[config.mk]
export PLATFORM = sky130hd
export DESIGN_NAME = antenna_sel_latch
export DESIGN_NICKNAME = d
export VERILOG_FILES = /design/src/rtl/antenna_sel_latch.sv
export SDC_FILE = /design/constraint.sdc
export NUM_CORES = 1
export LEC_CHECK = 0
export CAP_MARGIN = 20
export CELL_PAD_IN_SITES_DETAIL_PLACEMENT = 2
export CELL_PAD_IN_SITES_GLOBAL_PLACEMENT = 2
export CORE_MARGIN = 3
export CORE_UTILIZATION = 42
export CTS_BUF_LIST = sky130_fd_sc_hd__clkbuf_8
export CTS_CLUSTER_SIZE = 14
export DETAILED_ROUTE_END_ITERATION = 8
export HOLD_SLACK_MARGIN = 0.06
export PLACE_DENSITY = 0.9
export SYNTH_ARGS = -nofsm -noshare
export SYNTH_HDL_FRONTEND = slang
export SYNTH_SLANG_ARGS = --single-unit
[constraint.sdc]
create_clock -name I_CLK -period 6.8 [get_ports I_CLK]
set_input_delay 1.36 -clock I_CLK [delete_from_list [all_inputs] [get_ports I_CLK]]
set_output_delay 1.36 -clock I_CLK [all_outputs]
set_load 0.02 [all_outputs]
[src/rtl/antenna_sel_latch.sv]
// Antenna request debounce, interlock and commit stage for the 6x2 antenna switch.
// Publishes a committed code (X1) and a hold-delayed reference code (X2) per radio.
module antenna_sel_latch #(
    parameter int unsigned DEBOUNCE_CYC = 16,
    parameter int unsigned HOLD_CYC     = 50000,
    parameter int unsigned CNT_W        = 16
) (
    input  logic       I_CLK,
    input  logic       I_nRST,
    input  logic [2:0] I_REQ_A,
    input  logic [2:0] I_REQ_B,
    output logic [2:0] O_A1,
    output logic [2:0] O_A2,
    output logic [2:0] O_B1,
    output logic [2:0] O_B2,
    output logic       O_CONFLICT
);

    localparam int unsigned DbW = (DEBOUNCE_CYC > 2) ? $clog2(DEBOUNCE_CYC) : 1;
    localparam logic [DbW-1:0] DbMax = DbW'(DEBOUNCE_CYC - 1);
    localparam logic [CNT_W-1:0] HoldLoad = CNT_W'(HOLD_CYC - 1);
    localparam logic [2:0] CodeOff = 3'd0;
    localparam logic [2:0] CodeInvalid = 3'd7;

    typedef enum logic {StIdle, StHold} hold_st_e;

    logic [2:0]       samp_a_q, samp_b_q;
    logic [DbW-1:0]   dcnt_a_q, dcnt_a_d, dcnt_b_q, dcnt_b_d;
    logic [2:0]       a1_q, a1_d, b1_q, b1_d;
    logic [2:0]       a2_q, a2_d, b2_q, b2_d;
    logic             conflict_q, conflict_d;
    hold_st_e         st_q, st_d;
    logic [CNT_W-1:0] hcnt_q, hcnt_d;

    logic stable_a, stable_b;
    logic cand_a, cand_b;
    logic blk_a, blk_b;
    logic commit_a, commit_b, commit_any;

    always_comb begin
        dcnt_a_d = dcnt_a_q;
        dcnt_b_d = dcnt_b_q;
        if (I_REQ_A != samp_a_q) begin
            dcnt_a_d = '0;
        end else if (dcnt_a_q != DbMax) begin
            dcnt_a_d = dcnt_a_q + 1'b1;
        end
        if (I_REQ_B != samp_b_q) begin
            dcnt_b_d = '0;
        end else if (dcnt_b_q != DbMax) begin
            dcnt_b_d = dcnt_b_q + 1'b1;
        end
    end

    assign stable_a = (dcnt_a_q == DbMax);
    assign stable_b = (dcnt_b_q == DbMax);
    assign cand_a   = stable_a && (samp_a_q != a1_q) && (samp_a_q != CodeInvalid);
    assign cand_b   = stable_b && (samp_b_q != b1_q) && (samp_b_q != CodeInvalid);

    // A wins a same-cycle tie for the same antenna, so only B checks the other candidate.
    assign blk_a = cand_a && (samp_a_q != CodeOff) && (samp_a_q == b1_q);
    assign blk_b = cand_b && (samp_b_q != CodeOff) &&
                   ((samp_b_q == a1_q) || (cand_a && (samp_a_q == samp_b_q)));

    assign commit_a   = cand_a && !blk_a;
    assign commit_b   = cand_b && !blk_b;
    assign commit_any = commit_a || commit_b;
    assign conflict_d = blk_a || blk_b;

    assign a1_d = commit_a ? samp_a_q : a1_q;
    assign b1_d = commit_b ? samp_b_q : b1_q;

    always_comb begin
        st_d   = st_q;
        hcnt_d = hcnt_q;
        a2_d   = a2_q;
        b2_d   = b2_q;
        unique case (st_q)
            StIdle: begin
                if (commit_any) begin
                    st_d   = StHold;
                    hcnt_d = HoldLoad;
                end
            end
            StHold: begin
                if (commit_any) begin
                    hcnt_d = HoldLoad;
                end else if (hcnt_q == '0) begin
                    a2_d = a1_q;
                    b2_d = b1_q;
                    st_d = StIdle;
                end else begin
                    hcnt_d = hcnt_q - 1'b1;
                end
            end
            default: st_d = StIdle;
        endcase
    end

    always_ff @(posedge I_CLK or negedge I_nRST) begin
        if (!I_nRST) begin
            samp_a_q   <= '0;
            samp_b_q   <= '0;
            dcnt_a_q   <= '0;
            dcnt_b_q   <= '0;
            a1_q       <= '0;
            b1_q       <= '0;
            a2_q       <= '0;
            b2_q       <= '0;
            conflict_q <= 1'b0;
            st_q       <= StIdle;
            hcnt_q     <= '0;
        end else begin
            samp_a_q   <= I_REQ_A;
            samp_b_q   <= I_REQ_B;
            dcnt_a_q   <= dcnt_a_d;
            dcnt_b_q   <= dcnt_b_d;
            a1_q       <= a1_d;
            b1_q       <= b1_d;
            a2_q       <= a2_d;
            b2_q       <= b2_d;
            conflict_q <= conflict_d;
            st_q       <= st_d;
            hcnt_q     <= hcnt_d;
        end
    end

    assign O_A1       = a1_q;
    assign O_A2       = a2_q;
    assign O_B1       = b1_q;
    assign O_B2       = b2_q;
    assign O_CONFLICT = conflict_q;

endmodule

* After elaboration in Yosys (flattened, before gate mapping)
Cells that the tools add are included.
** Operators by class
- $add $sub $neg :: 3
- Equal/unequal tests :: 15
- Mux-type cells :: 12
- Bitwise logic cells :: 2
- Reductions and logical operators :: 23
** Operators with widths (number)
- 2-to-1 mux 16 bit :: 3
- case mux 16 bit (2 select lines) :: 1
- zero test 16 bit :: 1
- 2-to-1 mux 4 bit :: 4
- subtractor 16 x 1 -> 16 bit, second input constant :: 1
- != test 3 bit :: 4
- logical AND 1 bit :: 11
- equality test 3 bit :: 3
- != test 3 bit, second input constant :: 3
- adder 4 x 1 -> 4 bit, second input constant :: 2
- equality test 4 bit, second input constant :: 2
- != test 4 bit, second input constant :: 2
- nonzero test 3 bit :: 2
- nonzero test 2 bit :: 2
- logical OR 1 bit :: 3
- 2-to-1 mux 1 bit :: 3
- AND reduction 3 bit :: 1
- zero test 1 bit :: 2
- != test 2 bit, second input constant :: 1
- NOT 1 bit :: 2
- case mux 1 bit (2 select lines) :: 1
- AND reduction 2 bit :: 1
** Word-level totals
- Bits in registers :: 44
- Input bits :: 8
- Output and inout port bits :: 13
- Logic and storage cells :: 66

* Logic depth before layout (Yosys ltp)
Gate-level depths: netlist of the first run.
- Word-level depth :: 11
- Gate-level depth with buffers :: 9
- Depth with buffers taken out :: 7

* Least setup slack after synthesis of the first run
No wires, ideal clock.
- Path kind :: register to register
- Start point :: reg dcnt_a_q[0]
- End point :: reg a2_q[0], in the netlist O_A2[0]
- Setup time :: 0.125 ns
- Arrival :: 2.353 ns
- Required time :: 6.675 ns
- Slack :: 4.322 ns
- Cell stages (with the launch flop) :: 8
- Buffers on the path :: 0
- Clock period less this slack :: 2.478 ns
- Cells stage by stage :: dfrtp_1 ha_1 nand3_1 a311o_1 o41ai_1 o31ai_2 nor4_4 mux2_2
** On the way
- Longest elaborated chain between the ends :: 11
- Elaborated cells between the ends (all ways) :: 15
- Those cells by class :: 1 x eq/ne; 1 x bitwise; 13 x reduce/logical
** Ends and longest elaborated chain
- start, declared :: RTL line 28 : logic [DbW-1:0] dcnt_a_q, dcnt_a_d, dcnt_b_q, dcnt_b_d;
- start signal, assigned :: RTL line 116 : dcnt_a_q <= dcnt_a_d;
- equality test 4 bit * :: RTL line 55 : assign stable_a = (dcnt_a_q == DbMax);
- logical AND 1 bit * (2 in a row) :: RTL line 57 : assign cand_a = stable_a && (samp_a_q != a1_q) && (samp_a_q != CodeInvalid);
- logical AND 1 bit :: RTL line 63 : ((samp_b_q == a1_q) || (cand_a && (samp_a_q == samp_b_q)));
- logical OR 1 bit :: RTL line 63
- logical AND 1 bit :: RTL line 62 : assign blk_b = cand_b && (samp_b_q != CodeOff) &&
- zero test 1 bit :: RTL line 66 : assign commit_b = cand_b && !blk_b;
- logical AND 1 bit :: RTL line 66
- logical OR 1 bit * :: RTL line 67 : assign commit_any = commit_a || commit_b;
- NOT 1 bit (no source line) *
- AND reduction 3 bit (no source line) *
- end signal, assigned :: RTL line 108 : a2_q <= '0;
- end signal, assigned :: RTL line 120 : a2_q <= a2_d;
- end, declared :: RTL line 30 : logic [2:0] a2_q, a2_d, b2_q, b2_d;
Every way passes the cells marked *; elsewhere a longest branch is shown, timed or not.
A chain may end at the register's enable or synchronous reset.

* Final worst setup path of the first run
- Start point :: reg b1_q[2], in the netlist O_B1[2]
- End point :: out O_B1[2]
** RTL lines
- start, declared :: RTL line 29 : logic [2:0] a1_q, a1_d, b1_q, b1_d;
- start signal, assigned :: RTL line 107 : b1_q <= '0;
- start signal, assigned :: RTL line 119 : b1_q <= b1_d;
- end, declared :: RTL line 14 : output logic [2:0] O_B1,
No word-level cell between the ends.

==> flow_metrics.tcl, run 1 <==
set metrics [dict create \
    cp-start-kind "register" \
    p_int_w 0.0003585 \
    r2r_cells 7 \
    grt_usage_pct 19.11 \
    clockBufferDepth 2 \
    worstPathArrival_ps 1560 \
    r2r_slack_ps 3990 \
    finalCriticalPeriod_ps 2924 \
    switching_share_pct 24.28 \
    fp.dieH_um 81.97 \
    die_area_mm2 0.006718 \
    crit_fanout 11 \
    status "completed" \
    syn2layout_area_growth_pct 11.10 \
    yosys_warnings 0 \
    drv_slew 0 \
    pwr-share-seq_pct 57.6 \
    syn_area_per_cell_um2 10.45 \
    cts_resized 0 \
    drive_gt1_share_pct 12.15 \
    hpwl_mm 4.201 \
    synth-main-ff-cell "dfrtp_1" \
    tns_ps 0 \
    clkLatencyLatePin_ps 300 \
    via_per_inst 5.599 \
    ios 21 \
    grt-ovfl-total 0 \
    h-tree-depth 2 \
    core_area_mm2 0.005540 \
    placed_area_mm2 0.002579 \
    clockRootBuffer "clkbuf_8" \
    worst_pin_slew_ps 619.3 \
    holdPathStages 1 \
    pwr_density_cell_mw_per_mm2 175.8 \
    grt_max_degree 45 \
    finish.instance_area_mm2 0.002693 \
    postCtsSetupBuffers 0 \
    cp_top_family "buffers and inverters" \
    grt_pass1_wl_mm 9.591 \
    crit_chain "clkdlybuf4s50_1" \
    cts_tree "built" \
    switching_power_w 0.0001149 \
    numPortBuffers 20 \
    path_buf_inv 1 \
    path_class "register to primary output" \
    ctsHoldBuffers 0 \
    yosysSeqAreaShare_pct 45.43 \
    hold_viol 0 \
    drt_first_pass_iters 4 \
    use_met3_pct 3.618 \
    grt_antenna_before_repair 0 \
    drc 0 \
    synth-seq-cells 44 \
    critPathMaxStageDelay_ps 680 \
    grt_pass1_vias 1867 \
    cp_slowest_cell "clkdlybuf4s50_1" \
    synth.distinct_cells 50 \
    end_kind "primary output" \
    ant_nets 0 \
    cts_buffers 5 \
    drv_cap 0 \
    clock-sinks 44 \
    skew_ps 11.51 \
    grt_use_met1_pct 24.33 \
    routedWlPerCell_um 18.44 \
    grt_setup_unrepaired "false" \
    routabilityCongestion 0.7620 \
    ys_async_sr_fraction_pct 100.0 \
    cp.required_ps 5440 \
    crit_cells 1 \
    setup_viol 0 \
    busiest_layer "met2" \
    rows 27 \
    fmax_mhz 342.0 \
    totalWireLength_mm 5.882 \
    fin_nets 258 \
    syn-num-nets 244 \
    die_x_um 81.97 \
    antennaDiodeCount 0 \
    leakage_nw 1.219 \
    p_clk_share_pct 36.5 \
    fin_crit_sh_pct 42.99 \
    hold_path_class "register to register" \
    start_util_pct 43.74 \
    ir_worst_vdd_uv 83.09 \
    combPwrFrac_pct 5.9 \
    synth_edf_count 0 \
    drtIter0Drc 56 \
    relSlewSlack_pct 58.46 \
    vias 1786 \
    syn-instance-count 232 \
    grtUsageMet2_pct 32.63 \
    clk_pin_slew_worst_paths_ps 80 \
    netlist_area_mm2 0.002424 \
]
-- synth_stat cells (2+ instances only) --
cell / number / area, um^2
dfrtp_1: 44 / 1101
o2111ai_1: 2 / 17.52
clkbuf_1: 5 / 18.77
buf_2: 4 / 20.02
mux2_2: 11 / 123.9
o211ai_1: 3 / 22.52
nor3_1: 10 / 50.05
inv_1: 5 / 18.77
or4b_2: 2 / 20.02
nor4_1: 6 / 37.54
a31oi_1: 5 / 31.28
o41ai_1: 2 / 17.52
xor2_1: 12 / 105.1
mux2i_1: 2 / 20.02
xnor2_1: 24 / 210.2
o21ai_0: 5 / 25.02
nor2_1: 24 / 90.09
clkbuf_8: 2 / 27.53
nand3_1: 7 / 35.03
ha_1: 4 / 50.05
a211oi_1: 2 / 15.01
nand2_1: 21 / 78.83
a21oi_1: 3 / 15.01
-- power groups by stage --
stage	registers [W]	logic (W)	clock network, W
6_report	0.000273	0.0000278	0.000173
5_1_grt	0.000274	0.0000311	0.000191
4_1_cts	0.000273	0.0000271	0.000179
3_5_place_dp	0.000278	0.0000264	0
3_3_place_gp	0.000278	0.0000251	0
2_1_floorplan	0.000271	0.0000195	0
-- final cells by class --
| cell class | count | area [um^2] |
|---|---|---|
| inverters | 5 | 18.77 |
| repair buffers | 21 | 215.2 |
| multi-input cells | 169 | 1174 |
| well taps | 72 | 90.09 |
| flip-flops and latches | 44 | 1101 |
| fillers | 597 | 2848 |
| clock buffers | 6 | 82.58 |
| clock inverters | 2 | 11.26 |
-- per-stage QoR --
| stage | cells | utilization, % | setup WS, ps | hold slack [ps] | total power (W) |
|---|---|---|---|---|---|
| 3_5_place_dp | 310 | 46.54 | 4028 | 507.0 | 0.0003045 |
| 6_report | 319 | 48.60 | 3876 | 515.7 | 0.0004735 |
| 3_3_place_gp | 310 | 46.54 | 4161 | 502.9 | 0.0003027 |
| 2_1_floorplan | 232 | - | 4322 | 471.5 | 0.0002909 |
| 5_1_grt | 319 | 48.60 | 3709 | 531.2 | 0.0004960 |
| 4_1_cts | 318 | 48.24 | 3866 | 521.5 | 0.0004795 |
-- sequential cells by signal, summed over array words and instances, names as in the netlist, 3 cells and up --
name	cells
dcnt_b_q	4
O_B1	3
hcnt_q	16
samp_b_q	3
O_B2	3
dcnt_a_q	4
O_A2	3
samp_a_q	3
O_A1	3
-- cell usage in the layout (no fill, tap or decap), drive strengths merged, types with 2 or more instances in the layout --
master	Yosys	routed
xnor2	24	24
or3	3	3
mux2i	2	2
a31oi	5	5
clkbuf	7	6
nor2	25	25
o21ai	5	5
nor4	7	7
or4b	3	3
nand3	7	7
a21oi	3	3
buf	6	2
or2	2	2
ha	4	4
nand2	21	21
nor3	10	10
a211oi	2	2
o2111ai	2	2
dfrtp	44	44
xor2	12	12
o41ai	2	2
o211ai	3	3
inv	5	6
mux2	11	11
clkdlybuf4s50	0	19
-- metal layers --
metal  vias to the layer above  part of all wire [%]
li1                        831                     -
met1                       927                    45
met2                        22                    52
met3                         6                   2.4
met4                         0                  0.94
met5                         -                     0
-- path summary, 6_finish.rpt --
check                            start          to
hold / removal                 O_B2[1]     O_B2[1]
min in group asynchronous       I_nRST  O_CONFLICT
setup / recovery               O_B1[2]     O_B1[2]
max in group asynchronous       I_nRST   hcnt_q[6]
setup reg to reg           dcnt_a_q[0]     O_A2[0]
hold reg to reg                O_B2[1]     O_B2[1]
-- cell families (layout without fill, tap and decap cells) --
family	count (synthesis)	in the layout	share of synthesized area (%)
DFF	44	44	45.43
buffers and inverters	19	34	6.144
AOI/OAI and AO/OA	29	29	8.570
and+or+nand+nor	87	87	18.85
muxes	13	13	5.937
xor gates and xnor gates	36	36	13.01
adders and majority gates	4	4	2.065
Note: power is estimated with default switching activity, not from simulation.
==> run 2, diff against run 1 <==
--- a/config.mk
+++ b/config.mk
@@ -9,12 +9,12 @@
 export CELL_PAD_IN_SITES_DETAIL_PLACEMENT = 2
 export CELL_PAD_IN_SITES_GLOBAL_PLACEMENT = 2
 export CORE_MARGIN = 3
-export CORE_UTILIZATION = 42
+export CORE_UTILIZATION = 39
 export CTS_BUF_LIST = sky130_fd_sc_hd__clkbuf_8
 export CTS_CLUSTER_SIZE = 14
 export DETAILED_ROUTE_END_ITERATION = 8
 export HOLD_SLACK_MARGIN = 0.06
-export PLACE_DENSITY = 0.9
+export PLACE_DENSITY = 0.85
 export SYNTH_ARGS = -nofsm -noshare
 export SYNTH_HDL_FRONTEND = slang
 export SYNTH_SLANG_ARGS = --single-unit
==> constraint.sdc (replaced) <==
create_clock -name I_CLK -period 2.91 [get_ports I_CLK]
set_input_delay 0.582 -clock I_CLK [delete_from_list [all_inputs] [get_ports I_CLK]]
set_output_delay 0.582 -clock I_CLK [all_outputs]
set_load 0.02 [all_outputs]
==> run 2 against run 1 <==
  * Clock power grew to 3.0 times the previous value
  * Critical path type is now register to register
  * Final cell count up 2.8%
  * Clock skew shrank 4.4 ps
  * Routed wire length increased by 3.8%
  * Hold slack got worse by 420 ps
  * Critical path depth increased by 7
  * Sequential share of layout area down 1.6 points
  * Via count down 0.50%
  * Combinational power grew to 2.5 times the previous value
  * Sequential power rose by 130%
==> flow_metrics.tcl, run 2 (synthesis gave the netlist of run 1 again) <==
set metrics [dict create \
    antennaDiodeCount 0 \
    place_ws_ps 12.63 \
    top_register "hcnt_q" \
    drv_cap 0 \
    clock-sinks 44 \
    totalWireLength_mm 6.103 \
    hold_path_class "primary input to asynchronous set/reset pin" \
    largest_reg_flops 16 \
    drtIter0Drc 55 \
    hold_viol 0 \
    drive_gt1_share_pct 15.42 \
    h-tree-depth 2 \
    via_per_inst 5.418 \
    r2r_slack_ps 150 \
    ctsHoldBuffers 0 \
    fin_ws_ps 149.2 \
    grt_max_degree 45 \
    numPortBuffers 20 \
    grt_antenna_before_repair 0 \
    die_area_mm2 0.007196 \
    cp_slowest_cell "o41ai_4" \
    core_area_mm2 0.005956 \
    cts_tree "built" \
    crit_chain "ha_2 -> nand3_1 -> a311o_1 -> o41ai_4 -> o31ai_4 -> nor4_4 -> buf_4 -> mux2_2" \
    syn2layout_area_growth_pct 15.69 \
    placed_cells 317 \
    fin_nets 264 \
    finalCriticalPeriod_ps 2761 \
    tns_ps 0 \
    grt_pass1_wl_mm 10.18 \
    relSlewSlack_pct 62.29 \
    rows 28 \
    grt_pass1_vias 1967 \
    grt_usage_pct 18.11 \
    ios 21 \
    routabilityCongestion 0.7702 \
    instances_no_fill 328 \
    grt-ovfl-total 0 \
    crit_fanout 6 \
    leakage_nw 1.268 \
    setup_viol 0 \
    r2r_cells 8 \
    clk_pin_slew_worst_paths_ps 90 \
    ir_worst_vdd_uv 183.1 \
    clkLatencyLatePin_ps 300 \
    cts_buffers 5 \
    drc 0 \
    utilization_pct 47.08 \
    path_buf_inv 1 \
    end_kind "register" \
    ant_nets 0 \
    routedWlPerCell_um 18.61 \
    fmax_mhz 362.2 \
    fp.dieH_um 84.83 \
    cp-start-kind "register" \
    reg2reg_from "dcnt_a_q[0]" \
    skew_ps 7.154 \
    pwr_density_cell_mw_per_mm2 437.4 \
    fill_cells 623 \
    holdWs_ps 97.53 \
    vias 1777 \
    cp_top_family "compound AO/OA/AOI/OAI gates" \
    clockRootBuffer "clkbuf_8" \
    drv_slew 0 \
    r2r-end "O_A2[2]" \
    cp.required_ps 3100 \
    path_class "register to register" \
    layout_common_cells "dfrtp_1 (44), xnor2_1 (24), nor2_1 (24), nand2_1 (21), clkdlybuf4s50_1 (19)" \
    worstPathArrival_ps 2950 \
    drt_first_pass_iters 4 \
    die_x_um 84.83 \
    layout_commonest_cell "dfrtp_1" \
    reg_top3 "hcnt_q x16, dcnt_a_q x4, dcnt_b_q x4" \
    fin_crit_sh_pct 94.87 \
    critPathMaxStageDelay_ps 440 \
    status "completed" \
    start_util_pct 40.69 \
    clockBufferDepth 2 \
    worst_pin_slew_ps 565.7 \
    hpwl_mm 4.303 \
]
[run 2: cell types whose count changed in the layout (fill, tap and decap cells not counted)]
cell        previous run  this run
buf_4                  0         6
bufinv_16              0         1
clkbuf_8               6         7
clkinvlp_4             1         0
ha_1                   4         3
ha_2                   0         1
inv_1                  6         5
o31ai_2                1         0
o31ai_4                0         1
o41ai_1                2         1
o41ai_4                0         1
[run 2: repair_timing]
item                       CTS  global route
pin swaps                    1             1
gates resized for setup      1             3
buffers inserted             1             1
setup endpoints to repair    2             6
[run 2: how the worst max path moves through the flow]
stage | from | end | cells after the start
after floorplan | dcnt_a_q[0] | O_A2[0] | 7
after global placement | dcnt_a_q[0] | O_A2[2] | 7
after detailed placement | dcnt_a_q[0] | O_A2[2] | 7
after CTS | dcnt_a_q[0] | O_A2[2] | 8
after global routing | dcnt_a_q[0] | O_A2[2] | 8
final | dcnt_a_q[0] | O_A2[2] | 8
[run 2: per-layer routing]
layer  wire (um)  up-vias  GRT usage (%)  share of wire [%]
met1        2687      906          23.04                 44
met2        3208       19          31.53                 53
met3         148        5          3.398                2.4
met5           0        -              0                  0
li1            -      847              -                  -
met4          58        0          5.036               0.95
[run 2: where the power goes]
group | switching [W] | internal (W)
Clock | 0.000216 | 0.000303
Sequential | 0.0000197 | 0.000618
Combinational | 0.0000388 | 0.0000313
[run 2: stage by stage]
| step | power [W] | instance area [um^2] |
|---|---|---|
| CTS | 0.001236 | 2754 |
| detailed placement | 0.0007141 | 2613 |
| global route | 0.001279 | 2804 |
| finish | 0.001226 | 2804 |
| global placement | 0.0007098 | 2613 |
| floorplan | 0.0006799 | 2424 |
[run 2: layout make-up]
cell class	count	area [um^2]	area share, %
Clock buffer	7	96.34	3.436
Clock inverter	1	30.03	1.071
Inverter	5	18.77	0.6693
Multi-Input combinational cell	169	1204	42.93
Sequential cell	44	1101	39.27
Tap cell	75	93.84	3.347
Timing Repair Buffer	27	260.3	9.282
[run 2: worst reg2reg max path: cells and delay by family (launching register included)]
kind / cells / cell delay (ps)
AO/OA/AOI/OAI: 3 / 1000
adder cells (fa/ha/maj): 1 / 230
buffers and inverters: 1 / 190
flip-flops: 1 / 420
multiplexers: 1 / 340
AND/OR/NAND/NOR: 2 / 470
==> run 3, diff against run 2 <==
--- a/config.mk
+++ b/config.mk
@@ -5,6 +5,7 @@
 export SDC_FILE = /design/constraint.sdc
 export NUM_CORES = 1
 export LEC_CHECK = 0
+export ABC_CLOCK_PERIOD_IN_PS = 2910
 export CAP_MARGIN = 20
 export CELL_PAD_IN_SITES_DETAIL_PLACEMENT = 2
 export CELL_PAD_IN_SITES_GLOBAL_PLACEMENT = 2
@@ -15,6 +16,7 @@
 export DETAILED_ROUTE_END_ITERATION = 8
 export HOLD_SLACK_MARGIN = 0.06
 export PLACE_DENSITY = 0.85
+export SLEW_MARGIN = 25
 export SYNTH_ARGS = -nofsm -noshare
 export SYNTH_HDL_FRONTEND = slang
 export SYNTH_SLANG_ARGS = --single-unit
==> run 3 against run 2 <==
  * Clock power is essentially flat
  * Critical path depth unchanged
  * Power is 0.14% lower
  * Combinational power is 4.3% lower
  * Clock skew about the same
  * Setup slack about the same
  * Final cell count decreased by 0.30%
  * Via count rose by 0.11%
  * Global-route usage did not move
==> flow_metrics.tcl, run 3 (synthesis gave the netlist of run 1 again) <==
set metrics [dict create \
    core_area_mm2 0.005956 \
    grt_pass1_wl_mm 10.18 \
    worstPathArrival_ps 2950 \
    cp-start-kind "register" \
    clk_pin_slew_worst_paths_ps 90 \
    start_util_pct 40.69 \
    grt-ovfl-total 0 \
    skew_ps 7.201 \
    reg_top3 "hcnt_q x16, dcnt_a_q x4, dcnt_b_q x4" \
    syn2layout_area_growth_pct 14.97 \
    h-tree-depth 2 \
    crit_fanout 6 \
    cp.required_ps 3100 \
    totalWireLength_mm 6.126 \
    via_per_inst 5.440 \
    grt_antenna_before_repair 0 \
    hold_path_class "primary input to asynchronous set/reset pin" \
    setup_viol 0 \
    pwr_density_cell_mw_per_mm2 439.5 \
    leakage_nw 1.259 \
    finish.instance_area_mm2 0.002786 \
    finalCriticalPeriod_ps 2761 \
    r2r_cells 8 \
    grt_max_degree 45 \
    reg2reg_from "dcnt_a_q[0]" \
    numPortBuffers 20 \
    fin_nets 263 \
    r2r_slack_ps 150 \
    rows 28 \
    ios 21 \
    layout_commonest_cell "dfrtp_1" \
    drive_gt1_share_pct 15.08 \
    drc 0 \
    drv_cap 0 \
    hold_viol 0 \
    r2r-end "O_A2[2]" \
    routedWlPerCell_um 18.73 \
    vias 1779 \
    drtIter0Drc 66 \
    grt_pass1_vias 1967 \
    ctsHoldBuffers 0 \
    relSlewSlack_pct 61.06 \
    worst_pin_slew_ps 584.1 \
    fin_ws_ps 149.1 \
    antennaDiodeCount 0 \
    largest_reg_flops 16 \
    clockBufferDepth 2 \
    fin_crit_sh_pct 94.88 \
    ant_nets 0 \
    die_area_mm2 0.007196 \
    layout_common_cells "dfrtp_1 (44), xnor2_1 (24), nor2_1 (24), nand2_1 (21), clkdlybuf4s50_1 (19)" \
    routabilityCongestion 0.7702 \
    cts_tree "built" \
    die_x_um 84.83 \
    clockRootBuffer "clkbuf_8" \
    ir_worst_vdd_uv 183.1 \
    status "completed" \
    placed_area_mm2 0.002613 \
    fp.dieH_um 84.83 \
    end_kind "register" \
    clock-sinks 44 \
    grt_usage_pct 18.11 \
    clkLatencyLatePin_ps 300 \
    cts_buffers 5 \
    fmax_mhz 362.2 \
    top_register "hcnt_q" \
    tns_ps 0 \
    hpwl_mm 4.303 \
    drv_slew 0 \
    total_power_w 0.001225 \
    startpoint "dcnt_a_q[0]" \
    drt_first_pass_iters 3 \
    place_ws_ps 12.63 \
    cp-endpoint "O_A2[2]" \
    holdWs_ps 269.2 \
    path_class "register to register" \
]
## run 3: worst max-delay path: stages (launching register included)
cell and delay (ps):
dfrtp_1 420, ha_2 230, nand3_1 170, a311o_1 380
o41ai_4 440, o31ai_4 180, nor4_4 300, buf_4 190
mux2_2 340
## run 3: worst min path at each step
stage	slack [ps]	cells after the start	end
2_1_floorplan	290	0	O_A1[0]
3_3_place_gp	500	1	dcnt_b_q[3]
3_5_place_dp	500	1	dcnt_b_q[3]
4_1_cts	480	1	samp_a_q[0]
5_1_grt	310	1	samp_a_q[0]
6_report	270	1	samp_a_q[0]
## run 3: report_power, final
group          leakage, nW  switching, W   total, W  internal [W]
Combinational        0.595     0.0000382  0.0000671     0.0000289
Clock               0.0645      0.000217   0.000520      0.000303
Sequential           0.600     0.0000199   0.000638      0.000618
Total                 1.26      0.000275    0.00122      0.000950
## run 3: timing repair
item	4_1_cts	5_1_grt
gates cloned	0	0
setup endpoints to repair	2	6
pin swaps	1	1
gates resized for setup	1	3
buffers inserted	1	1
## run 3: per-stage QoR
| stage | utilization [%] | cells |
|---|---|---|
| CTS | 46.24 | 326 |
| detailed placement | 43.87 | 317 |
| finish | 46.79 | 327 |
| floorplan | - | 232 |
| global placement | 43.87 | 317 |
| global route | 46.79 | 327 |
## run 3: cell type report
cell class	count	area [um^2]
clock buffers	7	96.34
repair buffers	26	242.7
clock inverters	1	30.03
fillers	627	3169
inverters	5	18.77
multi-input cells	169	1204
well taps	75	93.84
flip-flops and latches	44	1101
## run 3: layer usage
metal / track usage, % / share of wire, %
met1: 23.04 / 44
met2: 31.53 / 52
met3: 3.398 / 2.4
met4: 5.036 / 1.1
met5: 0 / 0
